**src/rtl/cpu_run_ctrl.sv**
```systemverilog
// cpu_run_ctrl: run/step/halt sequencer producing a prescaled one-cycle cpu_en strobe,
// with PC breakpoint, runtime divide ratio and saturating tick counter.
module cpu_run_ctrl #(
  parameter int DIV_W       = 16,
  parameter int DEFAULT_DIV = 2500,
  parameter int PC_W        = 32
) (
  input  logic             clk,
  input  logic             reset,
  input  logic             run_req,
  input  logic             step_req,
  input  logic             stop_req,
  input  logic             halt_in,
  input  logic             div_wr,
  input  logic [DIV_W-1:0] div_val,
  input  logic             bp_en,
  input  logic [PC_W-1:0]  bp_addr,
  input  logic [PC_W-1:0]  pc,
  output logic             cpu_en,
  output logic [1:0]       state,
  output logic             bp_hit,
  output logic [31:0]      tick_cnt
);
  typedef enum logic [1:0] {IDLE = 2'b00, RUN = 2'b01, STEP = 2'b10, HALTED = 2'b11} state_t;
  state_t           r_state;
  logic             r_cpu_en;
  logic             r_bp_hit;
  logic             r_bp_skip;
  logic [31:0]      r_tick_cnt;
  logic [DIV_W-1:0] r_div;
  logic [DIV_W-1:0] r_presc;
  logic             w_active;
  logic             w_due;
  logic             w_bp;
  logic             w_adv;
  assign w_active = r_state == RUN || r_state == STEP;
  assign w_due    = w_active && r_presc == r_div;
  assign w_bp     = bp_en && !r_bp_skip && pc == bp_addr;
  // presc only keeps counting while staying active with no tick, stop, halt or reload
  assign w_adv    = w_active && !w_due && !halt_in && !stop_req && !div_wr;
  always_ff @(posedge clk) begin
    if (reset) begin
      r_state    <= IDLE;
      r_cpu_en   <= 1'b0;
      r_bp_hit   <= 1'b0;
      r_bp_skip  <= 1'b0;
      r_tick_cnt <= '0;
      r_div      <= DIV_W'(DEFAULT_DIV);
      r_presc    <= '0;
    end else begin
      r_cpu_en <= 1'b0;
      r_presc  <= w_adv ? r_presc + DIV_W'(1) : '0;
      if (div_wr) r_div <= div_val;
      if (r_state == IDLE && (run_req || step_req)) begin
        r_state   <= run_req ? RUN : STEP;
        r_bp_hit  <= 1'b0;
        r_bp_skip <= 1'b1;
      end else if (w_active) begin
        if (halt_in) r_state <= HALTED;
        else if (stop_req) r_state <= IDLE;
        else if (w_due && w_bp) begin
          r_state  <= IDLE;
          r_bp_hit <= 1'b1;
        end else if (w_due) begin
          r_cpu_en  <= 1'b1;
          r_bp_skip <= 1'b0;
          if (~&r_tick_cnt) r_tick_cnt <= r_tick_cnt + 32'd1;
          if (r_state == STEP) r_state <= IDLE;
        end
      end
    end
  end
  assign cpu_en   = r_cpu_en;
  assign state    = r_state;
  assign bp_hit   = r_bp_hit;
  assign tick_cnt = r_tick_cnt;
endmodule
```
**config.mk**
```make
export PLATFORM = sky130hd
export DESIGN_NAME = cpu_run_ctrl
export DESIGN_NICKNAME = d
export VERILOG_FILES = /design/src/rtl/cpu_run_ctrl.sv
export SDC_FILE = /design/constraint.sdc
export NUM_CORES = 1
export LEC_CHECK = 0
export CAP_MARGIN = 15
export CELL_PAD_IN_SITES_DETAIL_PLACEMENT = 1
export CELL_PAD_IN_SITES_GLOBAL_PLACEMENT = 2
export CORE_MARGIN = 2
export CORE_UTILIZATION = 26
export CTS_CLUSTER_SIZE = 8
export DETAILED_ROUTE_END_ITERATION = 7
export PLACE_DENSITY_LB_ADDON = 0.05
export REMOVE_ABC_BUFFERS = 1
export SKIP_LAST_GASP = 1
export SYNTH_ARGS = -nofsm -noshare
export SYNTH_HDL_FRONTEND = slang
export SYNTH_SLANG_ARGS = --single-unit
```
**constraint.sdc**
```tcl
create_clock -name clk -period 3.1 [get_ports clk]
set_input_delay 0.62 -clock clk [delete_from_list [all_inputs] [get_ports clk]]
set_output_delay 0.62 -clock clk [all_outputs]
set_load 0.01 [all_outputs]
```
# Word-level counts from Yosys, hierarchy flattened
# Cells that the tools add are included.
# W data, S select, Z words.
# word_totals
rom_bits	0
n_memories	0
output_inout_bits	36
reg_bits	69
mem_bits_rw	0
latchBits	0
# classes
eq_ne	7
mul	0
n_lt_le_gt_ge	0
mux	15
add_sub_neg	2
bitwise_logic	7
n_div	0
shifts	0
n_reduce_logical	29
# ops
operator	count
$add A32 B1 Y32 const B	1
$eq A32 B32 Y1	1
$reduce_and A32 Y1	1
$add A16 B1 Y16 const B	1
$eq A16 B16 Y1	1
$mux W2	8
$reduce_bool A5 Y1	2
$logic_and A1 B1 Y1	9
$mux W1	7
$not A1 Y1	7
$reduce_and A7 Y1	1
$reduce_or A6 Y1	1
$logic_not A1 Y1	5
$reduce_and A5 Y1	1
$ne A2 B1 Y1 const B	2
$reduce_and A4 Y1	1
$reduce_bool A2 Y1	2
$reduce_or A2 Y1	2
$reduce_and A3 Y1	1
$eq A2 B1 Y1 const B	1
$eq A2 B2 Y1 const B	1
$logic_not A2 Y1	1
$logic_or A1 B1 Y1	2
$ne A2 B2 Y1 const B	1

# Longest topological paths before layout
# depth
ltp_word	10
ltp_mapped	11

# Least setup slack after synthesis
# OpenSTA, ideal clock, no wires.
# synth_path
path_type	register -> register
startpoint	reg r_state[1] (netlist: state[1])
endpoint	reg r_tick_cnt[17] (netlist: tick_cnt[17])
slack_ns	0.474
path_stages_with_launch	11
required_ns	3.030
period_less_slack_ns	2.626
arrival_ns	2.556
cell_sequence	dfxtp_1 inv_1 ha_1 inv_1 or3_1 inv_1 o311ai_2 or4_4 buf_6 or4_1 a21oi_1
# synth_via
elab_chain_cells	6
word_cells_on_any_way	10
cone_classes	eq/ne: 2; bitwise: 2; reduce/logical: 6
# synth_lines
item	line	source
start: declaration	25	state_t r_state;
start signal: assignment	55	r_state <= run_req ? RUN : STEP;
$eq A2 B1 Y1 / $eq A2 B2 Y1 (equally long branches)	36	assign w_active = r_state == RUN || r_state == STEP;
$logic_or A1 B1 Y1	36	
$logic_and A1 B1 Y1	37	assign w_due = w_active && r_presc == r_div;
$logic_and A1 B1 Y1	61	else if (w_due && w_bp) begin
$not A1 Y1 (no source line)	n/a	
$reduce_and A7 Y1 (no source line) *	n/a	
end signal: assignment	67	if (~&r_tick_cnt) r_tick_cnt <= r_tick_cnt + 32'd1;
end: declaration	29	logic [31:0] r_tick_cnt;
# Every way passes the cells marked *; elsewhere a longest branch is shown, timed or not.
# A chain may end at the register's enable or synchronous reset.

# Worst setup path after layout
# layout_path
startpoint	reg r_state[0] (netlist: state[0])
endpoint	reg r_tick_cnt[17] (netlist: tick_cnt[17])
# Same word-level chain as after synthesis.

==> impl_metrics.prom <==
# TYPE chip_impl_metric gauge
chip_impl_metric{name="cts_inserted_buffers",unit=""} 9
chip_impl_metric{name="fin_ws",unit="ps"} 217
chip_impl_info{name="critical-path-slowest-cell",value="sky130_fd_sc_hd__or4_4"} 1
chip_impl_metric{name="detailedPlace.worstSlack",unit="ps"} -79.3
chip_impl_info{name="startpoint_type_of_the_worst_setup_path",value="flip-flop"} 1
chip_impl_info{name="tritoncts",value="done"} 1
chip_impl_metric{name="grt_start_max_net_pins",unit=""} 42
chip_impl_metric{name="number_of_nets_in_the_finished_design",unit=""} 664
chip_impl_metric{name="number_of_hold_slack_violations_in_the_final_timing_report",unit=""} 0
chip_impl_metric{name="min_delay_path_depth",unit=""} 2
chip_impl_info{name="grt_setup_unrepaired",value="no"} 1
chip_impl_metric{name="worst_hold_slack",unit="ps"} 518
chip_impl_info{name="hold_path.startpoint",value="r_div[14]"} 1
chip_impl_metric{name="floorplan.die_area",unit="um2"} 15500
chip_impl_metric{name="detail_route.iter0.violations",unit=""} 95
chip_impl_metric{name="routed_wire_length_per_instance",unit="um"} 15.5
chip_impl_metric{name="cts_num_sinks",unit=""} 69
chip_impl_metric{name="die_width",unit="um"} 124
chip_impl_metric{name="cp_max_fo",unit=""} 22
chip_impl_metric{name="total_routing_resource_utilization_after_global_routing",unit="%"} 15.3
chip_impl_metric{name="cpPeakStageDelay",unit="ps"} 660
chip_impl_metric{name="leakagePower",unit="uW"} 0.00195
chip_impl_metric{name="final-setup-viol-count",unit=""} 0
chip_impl_metric{name="drive_gt1_share",unit="%"} 6.59
chip_impl_metric{name="grt_first_pass_wirelength",unit="um"} 19300
chip_impl_info{name="path_common_cell",value="sky130_fd_sc_hd__inv_1"} 1
chip_impl_info{name="layout.cells.most_common",value="sky130_fd_sc_hd__clkdlybuf4s50_1"} 1
chip_impl_metric{name="synth_area",unit="um2"} 3770
chip_impl_metric{name="yosysWarningCount",unit=""} 0
chip_impl_metric{name="placeable_area",unit="um2"} 14000
chip_impl_metric{name="post_cts.repair.setup_buffers",unit=""} 0
chip_impl_metric{name="hpwl",unit="um"} 9230
chip_impl_metric{name="relSlewSlack",unit="%"} 63.3
chip_impl_info{name="holdPathEnd",value="r_div[14]"} 1
chip_impl_metric{name="clock_tree.buffer_depth",unit=""} 2
chip_impl_metric{name="worst_setup_hold_path_clk_slew",unit="ps"} 60
chip_impl_info{name="root_buffer",value="sky130_fd_sc_hd__clkbuf_16"} 1
chip_impl_metric{name="avgSynthCellArea",unit="um2"} 8.50
chip_impl_metric{name="timing.reg2reg.worst_path_depth",unit=""} 9
chip_impl_metric{name="maxCapViolCount",unit=""} 0
chip_impl_info{name="critPathKind",value="reg2reg"} 1
chip_impl_metric{name="pwr_per_cell_area",unit="nW/um2"} 444
chip_impl_metric{name="cts_hold_buffers_added",unit=""} 0
chip_impl_metric{name="diodes",unit=""} 0
chip_impl_metric{name="drtPass1Iterations",unit=""} 5
chip_impl_info{name="critPathCaptureType",value="flip-flop"} 1
chip_impl_metric{name="vdd_ir_drop_max",unit="mV"} 0.271
chip_impl_metric{name="post_synth_num_cell_types",unit=""} 40
chip_impl_metric{name="regToRegSetupSlack",unit="ps"} 220
chip_impl_metric{name="grt_antenna_before_repair",unit=""} 0
chip_impl_info{name="most_frequent_cells_in_the_layout",value="sky130_fd_sc_hd__clkdlybuf4s50_1, sky130_fd_sc_hd__dfxtp_1, sky130_fd_sc_hd__xor2_1"} 1
chip_impl_metric{name="vias_in_the_first_global_route",unit=""} 3879
chip_impl_metric{name="syn2layout_area_growth",unit="%"} 47.8
chip_impl_metric{name="synth-edff-count",unit=""} 0
chip_impl_metric{name="drt.antenna.violating_nets",unit=""} 0
chip_impl_info{name="worstReg2RegEnd",value="tick_cnt[17]"} 1
chip_impl_metric{name="y_dimension_of_the_die",unit="um"} 124
chip_impl_metric{name="cts_repair_resize_count",unit=""} 0
chip_impl_metric{name="synth.ff_latch_count",unit=""} 69
chip_impl_info{name="hp-class",value="reg2reg"} 1
chip_impl_metric{name="tightestPinTransition",unit="ps"} 551
chip_impl_metric{name="drt_wl_total",unit="um"} 11700
chip_impl_metric{name="quantity_of_i_o_buffers_inserted_on_ports",unit=""} 123
chip_impl_metric{name="viasPerCell",unit=""} 4.92
chip_impl_metric{name="drcViolationCount",unit=""} 0
chip_impl_metric{name="grt_overflow",unit=""} 0
chip_impl_metric{name="gp_routability_congestion",unit=""} 0.708
chip_impl_metric{name="h-tree-depth",unit=""} 3
chip_impl_info{name="rr_startpoint",value="state[0]"} 1
chip_impl_metric{name="detailed_place.area",unit="um2"} 5240
chip_impl_metric{name="drv_slew",unit=""} 0
chip_impl_info{name="outcome",value="finished clean"} 1
chip_impl_metric{name="vias",unit=""} 3724
chip_impl_metric{name="row_count",unit=""} 43
chip_impl_metric{name="synth_seq_area_share",unit="%"} 36.7
chip_impl_metric{name="clock_insertion_delay_at_the_later_pin_of_the_skew_report",unit="ps"} 340
chip_impl_metric{name="timing.final.crit_share",unit="%"} 93.0
chip_impl_metric{name="final_area",unit="um2"} 5570
chip_impl_metric{name="fillCellCount",unit=""} 1643
chip_impl_metric{name="async_reset_ff_share",unit="%"} 0
chip_impl_metric{name="max_freq",unit="MHz"} 347
chip_impl_info{name="critical_path.cell_chain",value="inv_1, ha_1, inv_1, or3_1, inv_1, o311ai_2, or4_4, or4_1, a21oi_1"} 1
chip_impl_info{name="synth_top_flop_cell",value="sky130_fd_sc_hd__dfxtp_1"} 1
chip_impl_metric{name="starting_density_of_the_core",unit="%"} 26.8
chip_impl_metric{name="cp_data_required_time",unit="ps"} 3360
chip_impl_metric{name="clock-skew-final",unit="ps"} 12.8
chip_impl_metric{name="synth_cells",unit=""} 443
chip_impl_metric{name="top_level_ports",unit=""} 124
chip_impl_metric{name="worstPathArrival",unit="ps"} 3150
chip_impl_metric{name="period_needed",unit="ps"} 2880
-- routing by layer --
layer,up-vias,GRT usage (%),routed length (um)
met5,-,0,0
met2,83,23.9,5330
li1,1864,-,-
met1,1766,19.9,5550
met3,11,5.20,732
met4,0,4.56,123
-- worst max-delay path, delay by kind of cell, from the launching register on --
kind,cells,cell delay [ps]
compound gates,2,310
simple gates,3,1510
flops,1,390
fa+ha+maj,1,320
buf+inv,3,260
-- area by class of cell --
type / count / area (um2) / area share, %
clock inverters: 4 / 70.1 / 1.26
clock buffers: 12 / 256 / 4.61
multi-input cells: 337 / 2240 / 40.2
flip-flops and latches: 69 / 1380 / 24.8
inverters: 18 / 67.6 / 1.21
well taps: 180 / 225 / 4.04
repair buffers: 137 / 1330 / 23.9
-- synth_stat cells, types with 2 or more instances --
| cell type | instances | area share [%] |
|---|---|---|
| sky130_fd_sc_hd__a211o_1 | 8 | 1.9 |
| sky130_fd_sc_hd__a21oi_1 | 30 | 4.0 |
| sky130_fd_sc_hd__a221oi_1 | 2 | 0.47 |
| sky130_fd_sc_hd__and2_1 | 3 | 0.50 |
| sky130_fd_sc_hd__and3_1 | 6 | 1.0 |
| sky130_fd_sc_hd__and4_1 | 8 | 1.9 |
| sky130_fd_sc_hd__buf_1 | 2 | 0.20 |
| sky130_fd_sc_hd__buf_2 | 2 | 0.27 |
| sky130_fd_sc_hd__clkbuf_1 | 14 | 1.4 |
| sky130_fd_sc_hd__dfxtp_1 | 69 | 37 |
| sky130_fd_sc_hd__ha_1 | 4 | 1.3 |
| sky130_fd_sc_hd__inv_1 | 18 | 1.8 |
| sky130_fd_sc_hd__mux2i_1 | 12 | 3.2 |
| sky130_fd_sc_hd__nand2_1 | 27 | 2.7 |
| sky130_fd_sc_hd__nand3_1 | 19 | 2.5 |
| sky130_fd_sc_hd__nand4_1 | 17 | 2.8 |
| sky130_fd_sc_hd__nor2_1 | 40 | 4.0 |
| sky130_fd_sc_hd__nor2b_1 | 9 | 1.5 |
| sky130_fd_sc_hd__nor3_1 | 6 | 0.80 |
| sky130_fd_sc_hd__nor4_1 | 11 | 1.8 |
| sky130_fd_sc_hd__nor4b_1 | 2 | 0.47 |
| sky130_fd_sc_hd__o211ai_1 | 2 | 0.40 |
| sky130_fd_sc_hd__o21a_1 | 2 | 0.40 |
| sky130_fd_sc_hd__o21ai_0 | 11 | 1.5 |
| sky130_fd_sc_hd__o31ai_1 | 14 | 2.8 |
| sky130_fd_sc_hd__or3_1 | 12 | 2.0 |
| sky130_fd_sc_hd__or4_1 | 17 | 3.4 |
| sky130_fd_sc_hd__or4_4 | 2 | 0.60 |
| sky130_fd_sc_hd__xnor2_1 | 23 | 5.3 |
| sky130_fd_sc_hd__xor2_1 | 41 | 9.5 |
-- per-stage QoR --
stage	cells	total power (uW)	utilization, %	TNS [ps]
floorplan	424	1140	-	0
global placement	741	1360	37.3	-94.0
detailed placement	741	1370	37.3	-283
CTS	757	2520	39.7	0
global route	757	2600	39.7	0
finish	757	2470	39.7	0
-- cells by family after synthesis --
kind of cell	after synthesis	share of synthesized area (%)
AND/OR/NAND/NOR	183	27.2
buffers and inverters	37	3.95
XOR/XNOR	64	14.9
multiplexers	13	3.49
AO/OA/AOI/OAI	73	12.5
flip-flops	69	36.7
adder cells (fa/ha/maj)	4	1.33
-- how the worst max path moves through the flow --
stage | cells past startpoint | startpoint | slack (ps) | end
2_1_floorplan | 9 | state[1] | 510 | tick_cnt[29]
3_3_place_gp | 8 | bp_addr[13] | -50 | tick_cnt[8]
3_5_place_dp | 8 | bp_addr[13] | -80 | tick_cnt[8]
4_1_cts | 9 | state[0] | 200 | tick_cnt[17]
5_1_grt | 9 | state[1] | 30 | tick_cnt[31]
6_report | 9 | state[0] | 220 | tick_cnt[17]
-- where the power goes --
group	internal (uW)	switching, uW
clock	745	378
sequential	915	24.3
combinational	222	185
total	1880	588
-- state kept, by name, summed over array words and instances, names as in the netlist --
signal	count
tick_cnt	32
r_div	16
r_presc	16
state	2
bp_hit	1
cpu_en	1
r_bp_skip	1
(Power assumes the default switching activity.)
